$ cat src/rtl/polar_pe_pkg.sv
// Shared definitions for the polar SC decoder LLR processing elements.
//   pe_mode_e  : per-beat node operation (MODE_F = min-sum, MODE_G = partial-sum add)
//   Q_DEFAULT  : default sign-magnitude LLR width
//   sm_max_mag : largest magnitude representable in a Q-bit sign-magnitude word
package polar_pe_pkg;

  typedef enum logic {
    MODE_F = 1'b0,
    MODE_G = 1'b1
  } pe_mode_e;

  localparam int unsigned Q_DEFAULT = 6;

  function automatic int unsigned sm_max_mag(input int unsigned q);
    return (32'd1 << (q - 32'd1)) - 32'd1;
  endfunction

endpackage

$ cat src/rtl/llr_pe_lane.sv
// Per-lane combinational second stage of the LLR PE array.
// Ports:
//   i_mode    : MODE_F or MODE_G for this beat
//   i_sign_a  : effective a-sign (already folded with mode & u)
//   i_sign_b  : b-sign
//   i_mag_a/b : operand magnitudes (Q-1 bits)
//   i_borrow  : |a| < |b|, precomputed in the first stage
//   o_llr     : sign-magnitude result, zero always carries sign 0
//   o_sat     : g-mode sum clipped to the maximum magnitude
module llr_pe_lane
  import polar_pe_pkg::*;
#(
  parameter int Q = Q_DEFAULT
) (
  input  logic         i_mode,
  input  logic         i_sign_a,
  input  logic         i_sign_b,
  input  logic [Q-2:0] i_mag_a,
  input  logic [Q-2:0] i_mag_b,
  input  logic         i_borrow,
  output logic [Q-1:0] o_llr,
  output logic         o_sat
);

  localparam int M = Q - 1;
  localparam logic [M-1:0] MAX_MAG = M'(sm_max_mag(Q));

  logic [M:0]   w_sum;
  logic [M-1:0] w_diff;
  logic [M-1:0] w_mag;
  logic         w_sign;
  logic         w_sat;

  // NOTE: every signal assigned here gets a default first so no path through
  // the if/else tree leaves a value unassigned, which would infer a latch.
  always_comb begin
    w_sum  = {1'b0, i_mag_a} + {1'b0, i_mag_b};
    w_diff = i_borrow ? (i_mag_b - i_mag_a) : (i_mag_a - i_mag_b);
    w_mag  = '0;
    w_sign = 1'b0;
    w_sat  = 1'b0;
    if (i_mode == MODE_F) begin
      // Min-sum: a tie keeps |b| because borrow is strict less-than.
      w_sign = i_sign_a ^ i_sign_b;
      w_mag  = i_borrow ? i_mag_a : i_mag_b;
    end else if (i_sign_a == i_sign_b) begin
      w_sign = i_sign_b;
      if (w_sum[M]) begin
        w_mag = MAX_MAG;
        w_sat = 1'b1;
      end else begin
        w_mag = w_sum[M-1:0];
      end
    end else begin
      // Opposite signs: the larger operand dictates the sign.
      w_sign = i_borrow ? i_sign_b : i_sign_a;
      w_mag  = w_diff;
    end
  end

  assign o_llr = {w_sign & (|w_mag), w_mag};
  assign o_sat = w_sat;

endmodule

$ cat src/rtl/llr_pe_array.sv
// Two-stage elastic array of P polar f/g processing elements.
// Ports:
//   clk, rst_n           : clock, asynchronous active-low reset
//   in_valid / in_ready  : input beat handshake
//   mode, llr_a, llr_b, u: beat operands (u used in g mode only)
//   out_valid / out_ready: result handshake; outputs hold while stalled
//   llr_o, sat_o         : per-lane result LLRs and saturation flags
//   sat_clr, sat_cnt     : synchronous clear / saturating count of saturated lanes
module llr_pe_array
  import polar_pe_pkg::*;
#(
  parameter int Q  = Q_DEFAULT,
  parameter int P  = 4,
  parameter int CW = 16
) (
  input  logic           clk,
  input  logic           rst_n,
  input  logic           in_valid,
  output logic           in_ready,
  input  logic           mode,
  input  logic [P*Q-1:0] llr_a,
  input  logic [P*Q-1:0] llr_b,
  input  logic [P-1:0]   u,
  output logic           out_valid,
  input  logic           out_ready,
  output logic [P*Q-1:0] llr_o,
  output logic [P-1:0]   sat_o,
  input  logic           sat_clr,
  output logic [CW-1:0]  sat_cnt
);

  localparam int M   = Q - 1;
  localparam int PCW = $clog2(P + 1);

  // Stage 1 state
  logic           r_s1_valid;
  pe_mode_e       r_s1_mode;
  logic [P-1:0]   r_s1_sa;
  logic [P-1:0]   r_s1_sb;
  logic [P-1:0]   r_s1_borrow;
  logic [P*M-1:0] r_s1_ma;
  logic [P*M-1:0] r_s1_mb;

  // Stage 2 (output) state
  logic           r_out_valid;
  logic [P*Q-1:0] r_llr;
  logic [P-1:0]   r_sat;
  logic [CW-1:0]  r_sat_cnt;

  logic           w_s2_adv;
  logic           w_s1_adv;
  logic           w_in_fire;
  logic           w_out_fire;
  logic [P-1:0]   w_sa_eff;
  logic [P-1:0]   w_sb;
  logic [P-1:0]   w_borrow;
  logic [P*M-1:0] w_ma;
  logic [P*M-1:0] w_mb;
  logic [P*Q-1:0] w_llr;
  logic [P-1:0]   w_sat;
  logic [PCW-1:0] w_pop;
  logic [CW:0]    w_cnt_sum;

  assign w_s2_adv   = !r_out_valid || out_ready;
  assign w_s1_adv   = r_s1_valid && w_s2_adv;
  assign in_ready   = !r_s1_valid || w_s1_adv;
  assign w_in_fire  = in_valid && in_ready;
  assign w_out_fire = r_out_valid && out_ready;

  // Operand split; in f mode the effective a-sign equals the raw a-sign.
  always_comb begin
    w_sa_eff = '0;
    w_sb     = '0;
    w_borrow = '0;
    w_ma     = '0;
    w_mb     = '0;
    for (int i = 0; i < P; i++) begin
      w_sa_eff[i]     = llr_a[i*Q + M] ^ (mode & u[i]);
      w_sb[i]         = llr_b[i*Q + M];
      w_ma[i*M +: M]  = llr_a[i*Q +: M];
      w_mb[i*M +: M]  = llr_b[i*Q +: M];
      w_borrow[i]     = llr_a[i*Q +: M] < llr_b[i*Q +: M];
    end
  end

  // NOTE: sequential state uses non-blocking assignments so every register
  // samples pre-edge values regardless of statement order.
  always_ff @(posedge clk or negedge rst_n) begin
    if (!rst_n) begin
      r_s1_valid  <= 1'b0;
      r_s1_mode   <= MODE_F;
      r_s1_sa     <= '0;
      r_s1_sb     <= '0;
      r_s1_borrow <= '0;
      r_s1_ma     <= '0;
      r_s1_mb     <= '0;
    end else begin
      if (in_ready) r_s1_valid <= in_valid;
      if (w_in_fire) begin
        r_s1_mode   <= pe_mode_e'(mode);
        r_s1_sa     <= w_sa_eff;
        r_s1_sb     <= w_sb;
        r_s1_borrow <= w_borrow;
        r_s1_ma     <= w_ma;
        r_s1_mb     <= w_mb;
      end
    end
  end

  for (genvar g = 0; g < P; g++) begin : g_lane
    llr_pe_lane #(.Q(Q)) u_lane (
      .i_mode   (r_s1_mode),
      .i_sign_a (r_s1_sa[g]),
      .i_sign_b (r_s1_sb[g]),
      .i_mag_a  (r_s1_ma[g*M +: M]),
      .i_mag_b  (r_s1_mb[g*M +: M]),
      .i_borrow (r_s1_borrow[g]),
      .o_llr    (w_llr[g*Q +: Q]),
      .o_sat    (w_sat[g])
    );
  end

  // Result data only loads when a beat moves in, so a stalled output holds.
  always_ff @(posedge clk or negedge rst_n) begin
    if (!rst_n) begin
      r_out_valid <= 1'b0;
      r_llr       <= '0;
      r_sat       <= '0;
    end else begin
      if (w_s2_adv) r_out_valid <= r_s1_valid;
      if (w_s1_adv) begin
        r_llr <= w_llr;
        r_sat <= w_sat;
      end
    end
  end

  always_comb begin
    w_pop = '0;
    for (int i = 0; i < P; i++) w_pop = w_pop + PCW'(r_sat[i]);
    w_cnt_sum = {1'b0, r_sat_cnt} + (CW + 1)'(w_pop);
  end

  always_ff @(posedge clk or negedge rst_n) begin
    if (!rst_n) begin
      r_sat_cnt <= '0;
    end else if (sat_clr) begin
      r_sat_cnt <= '0;
    end else if (w_out_fire) begin
      r_sat_cnt <= w_cnt_sum[CW] ? '1 : w_cnt_sum[CW-1:0];
    end
  end

  assign out_valid = r_out_valid;
  assign llr_o     = r_llr;
  assign sat_o     = r_sat;
  assign sat_cnt   = r_sat_cnt;

endmodule

$ cat config.mk
export PLATFORM = sky130hd
export DESIGN_NAME = llr_pe_array
export DESIGN_NICKNAME = d
export VERILOG_FILES = /design/src/rtl/polar_pe_pkg.sv /design/src/rtl/llr_pe_lane.sv /design/src/rtl/llr_pe_array.sv
export SDC_FILE = /design/constraint.sdc
export NUM_CORES = 1
export LEC_CHECK = 0
export BUFFER_PORTS_ARGS = -buffer_cell sky130_fd_sc_hd__buf_4
export CORE_UTILIZATION = 40
export DETAILED_ROUTE_END_ITERATION = 16
export PLACE_DENSITY = 0.62
export SYNTH_ARGS = -nofsm -noshare
export SYNTH_HDL_FRONTEND = slang
export SYNTH_SLANG_ARGS = --single-unit
$ cat constraint.sdc
create_clock -name clk -period 2.8 [get_ports clk]
set_input_delay 0.14 -clock clk [delete_from_list [all_inputs] [get_ports clk]]
set_output_delay 0.14 -clock clk [all_outputs]
set_load 0.03 [all_outputs]
Yosys cells after proc, flatten, opt, wreduce, memory -nomap -nowiden
Index checks and enable logic that the tools add are counted.
- register bits after elaboration: 99
- bits of input ports: 58
- output and inout bits: 46
- logic and storage cells: 110
- add/subtract/negate cells: 16
- $lt $le $gt $ge: 4
- equal/unequal tests: 4
- multiplexer cells: 47
- bitwise operators: 16
- reductions and logical operators: 12
- operator list (operator ; count):
    $mux 5 ; 20
    $mux 16 ; 3
    $sub 5x5->5 ; 8
    $add 5x5->6 ; 4
    $mux 1 ; 24
    $lt 5x5->1 ; 4
    $reduce_or 5->1 ; 4
    $add 16x3->17 ; 1
    $and 1x1->1 ; 8
    $xor 1x1->1 ; 8
    $eq 1x1->1 ; 4
    $add 2x1->3 ; 1
    $add 3x1->3 ; 1
    $logic_and 1x1->1 ; 3
    $add 1x1->2 ; 1
    $logic_not 1->1 ; 2
    $logic_or 1x1->1 ; 2
    $reduce_bool 2->1 ; 1

Longest topological paths before layout
- word-level depth: 7
- depth in mapped cells: 11

Modules after synthesis
A second synthesis with hierarchy kept.
- cell total of the unflattened synthesis: 762
- area total of the unflattened synthesis: 7457.2 µm²
- modules (own cells, without submodules) (module ; times used ; cells an instance ; area each (µm²)):
    llr_pe_array ; 1 ; 360 ; 4453.0
    llr_pe_lane at g_lane[2].u_lane ... ; 2 ; 103 ; 783.3
    llr_pe_lane at g_lane[0].u_lane ; 1 ; 100 ; 726.9
    llr_pe_lane at g_lane[1].u_lane ; 1 ; 96 ; 710.7

Worst setup path after synthesis
OpenSTA, ideal clock, no wires.
- kind: reg-to-reg
- start: register r_sat[0] (netlist: sat_o[0])
- end: register r_sat_cnt[3] (netlist: sat_cnt[3])
- setup time: 65 ps
- arrival: 2936 ps
- slack: -201 ps
- cell stages (with the launch flop): 12
- buffers on the path: 1
- clock period less this slack: 3001 ps
- cell sequence: dfrtp_1 -> fa_1 -> inv_1 -> fa_1 -> inv_1 -> fa_1 -> nand4_4 -> or3_4 -> and2_4 -> buf_6 -> a41oi_1 -> o21a_1
- longest elaborated chain between the ends: 7
- ends and longest elaborated chain (item ; RTL line ; source):
    start, declared ; llr_pe_array.sv:47 ; logic [P-1:0] r_sat;
    start signal, assigned ; llr_pe_array.sv:133 ; r_sat <= w_sat;
    $add 1x1->2 ; llr_pe_array.sv:140 ; for (int i = 0; i < P; i++) w_pop = w_pop + PCW'(r_sat[i]);
    $add 2x1->3 ; llr_pe_array.sv:140 ;
    $add 3x1->3 ; llr_pe_array.sv:140 ;
    $add 16x3->17 ; llr_pe_array.sv:141 ; w_cnt_sum = {1'b0, r_sat_cnt} + (CW + 1)'(w_pop);
    $mux 16 ; llr_pe_array.sv:150 ; r_sat_cnt <= w_cnt_sum[CW] ? '1 : w_cnt_sum[CW-1:0];
    $mux 16 ; llr_pe_array.sv:149 ; end else if (w_out_fire) begin
    $mux 16 ; llr_pe_array.sv:147 ; end else if (sat_clr) begin
    end signal, assigned ; llr_pe_array.sv:150 ;
    end, declared ; llr_pe_array.sv:48 ; logic [CW-1:0] r_sat_cnt;
Every way passes these cells. The select of a mux whose other input is x is not followed.
A chain may end at the register's enable or synchronous reset.

Final worst setup path
- start: register r_sat[1] (netlist: sat_o[1])
- end: register r_sat_cnt[3] (netlist: sat_cnt[3])
The elaborated chain is that of the path after synthesis.

==> impl_metrics.tcl <==
set metrics [dict create \
    synth_nets 943 \
    syn_area_per_cell_um2 9.23 \
    clk-insertion-delay-late_ns 0.35 \
    rsz0062_at_grt "true" \
    power_density_mw_per_mm2 666 \
    cts_tree "done" \
    setup_ws_ns 0.0665 \
    wl_met1_um 8680 \
    rows 49 \
    finalSetupViolations 0 \
    crit_fanout 9 \
    wl_met2_um 7780 \
    cts_buffers 9 \
    rrSetupSlack_ns 0.07 \
    port_buffers 103 \
    clock_sinks 99 \
    drv_cap 0 \
    design_area_mm2 0.00879 \
    viasPerCell 5.35 \
    finalWeightedCongestion 0.862 \
    synth_seq_cells 99 \
    cp.required_ns 3.09 \
    detailed_place_hpwl_um 13300 \
    fin_skew_ns 0.00777 \
    wl_per_cell_um 15.4 \
    dp_slack_ns 0.0591 \
    synth_commonest_cells "dfrtp_1, nand2_1, inv_1" \
    grt_max_degree 81 \
    drv_slew 0 \
    clock_path_buffers 2 \
    htreeDepth 3 \
    fp.coreArea_mm2 0.0180 \
    finalSetupTns_ns 0 \
    routed-via-count 6056 \
    ir_worst_vdd_mv 0.419 \
    cp-end-kind "flop" \
    diodes 0 \
    synth_top_cell_by_area "dfrtp_1" \
    final_core_util 0.488 \
    netlist_instances 801 \
    dieWidth_um 138 \
    final.period_utilization 0.976 \
    max_freq_ghz 0.366 \
    antenna_found_initial 0 \
    die-area_mm2 0.0190 \
    top_layer "met4" \
    num_io_pins 104 \
    fp.dieH_um 138 \
    synthTopCellsByArea "dfrtp_1, ha_1, mux2_2" \
    leakagePower_nw 4.20 \
    clk_pin_slew_ns 0.07 \
    wl_um 17500 \
    synth-edff-count 0 \
    dr_wl_met3_um 773 \
    gr-usage-all-layers 0.194 \
    yosys.area.top_type_share 0.335 \
    synth_most_common_cell "dfrtp_1" \
    cp-start-kind "flop" \
    cts_root_buffer "clkbuf_16" \
    crit_type "reg2reg" \
    synth_async_sr_flop_share 1.00 \
    hold_class "in2async" \
    seq_area_frac_synth 0.335 \
    maxSlewHeadroom 0.306 \
    synth-main-ff-cell "dfrtp_1" \
    synth_area_mm2 0.00739 \
    hold_viol 40 \
    grt_overflow 0 \
    grt_pass1_wl_um 28700 \
    firstDrtPassIters 5 \
    placed_area_mm2 0.00846 \
    initial_core_util 0.410 \
    grt_pass1_vias 5726 \
    violations "negative hold slack" \
    tightest_slew_ns 1.04 \
    cp_data_arrival_time_ns 3.03 \
    layout-drive-gt1-share 0.216 \
    yosys_warnings 0 \
    syn2layout_area_growth_pct 18.9 \
    yosys.cell_types.count 72 \
    layout.nets 1041 \
    ant_nets 0 \
    drc 0 \
    status "finished, violations left" \
    period_needed_ns 2.73 \
    whs_ns -0.0232 \
    dr.first_iter.drc_count 279 \
    holdBufCountCts 0 \
]
report_power, final:
group | internal, mW | switching [mW]
Combinational | 1.10 | 1.46
Clock | 0.718 | 0.576
Sequential | 1.69 | 0.310
metrics by stage:
| stage | instances | power (mW) |
|---|---|---|
| 3_3_place_gp | 1115 | 4.55 |
| 3_5_place_dp | 1115 | 4.59 |
| 6_report | 1133 | 5.86 |
| 5_1_grt | 1133 | 6.29 |
| 2_1_floorplan | 801 | 3.76 |
| 4_1_cts | 1131 | 5.91 |
critical path: stages (launching register included):
cell     delay (ns)
dfrtp_2        0.42
fa_1           0.53
inv_1          0.05
fa_2           0.34
inv_2          0.07
fa_2           0.23
nand4_4        0.09
or3_4          0.39
and2_4         0.22
a41oi_2        0.19
o21a_1         0.14
layout by cell type (no fill, tap or decap), drive strengths merged, types with 15 or more instances in the layout:
master | netlist | routed
a21oi | 46 | 46
buf | 17 | 124
dfrtp | 99 | 99
fa | 15 | 15
ha | 69 | 69
inv | 73 | 73
mux2 | 33 | 33
mux2i | 29 | 29
nand2 | 88 | 88
nand2b | 16 | 16
nand3 | 21 | 21
nor2 | 35 | 35
o21ai | 50 | 50
cell type report:
class	count	area (um^2)
Fill cell	1755	9230
Multi-Input combinational cell	592	4520
Sequential cell	99	2480
Timing Repair Buffer	124	931
Tap cell	229	287
Inverter	73	274
Clock buffer	12	246
Clock inverter	4	50.0
path summary, 6_finish.rpt:
| kind | from | to | cells past startpoint |
|---|---|---|---|
| min | rst_n | llr_o[14] | 1 |
| max reg2reg | sat_o[1] | sat_cnt[3] | 10 |
| min in group clk | llr_b[11] | r_s1_sb[1] | 2 |
| max | sat_o[1] | sat_cnt[3] | 10 |
| max in group asynchronous | rst_n | r_s1_ma[0] | 2 |
| min reg2reg | llr_o[19] | llr_o[19] | 2 |
routing by layer:
| layer | global-route usage | vias up |
|---|---|---|
| li1 | - | 3043 |
| met5 | 0 | - |
| met4 | 0.0580 | 0 |
| met3 | 0.0281 | 18 |
| met1 | 0.278 | 2855 |
| met2 | 0.301 | 140 |
cell families after synthesis:
family	share of synthesized area
and+or+nand+nor	0.156
AOI/OAI and AO/OA	0.180
buffers and inverters	0.0599
DFF	0.335
adders and majority gates	0.157
muxes	0.0895
xor gates and xnor gates	0.0223
sequential cells by signal (all words and copies together), names as in the netlist:
register     cells
llr_o           24
r_s1_ma         20
r_s1_mb         20
sat_cnt         16
r_s1_borrow      4
r_s1_sa          4
r_s1_sb          4
sat_o            4
out_valid        1
r_s1_mode        1
r_s1_valid       1
timing repair:
item                       CTS  global route
setup endpoints to repair    0            11
resized for setup            0             5
buffers inserted             0             1
No activity file was read; power rests on OpenSTA's default activity.
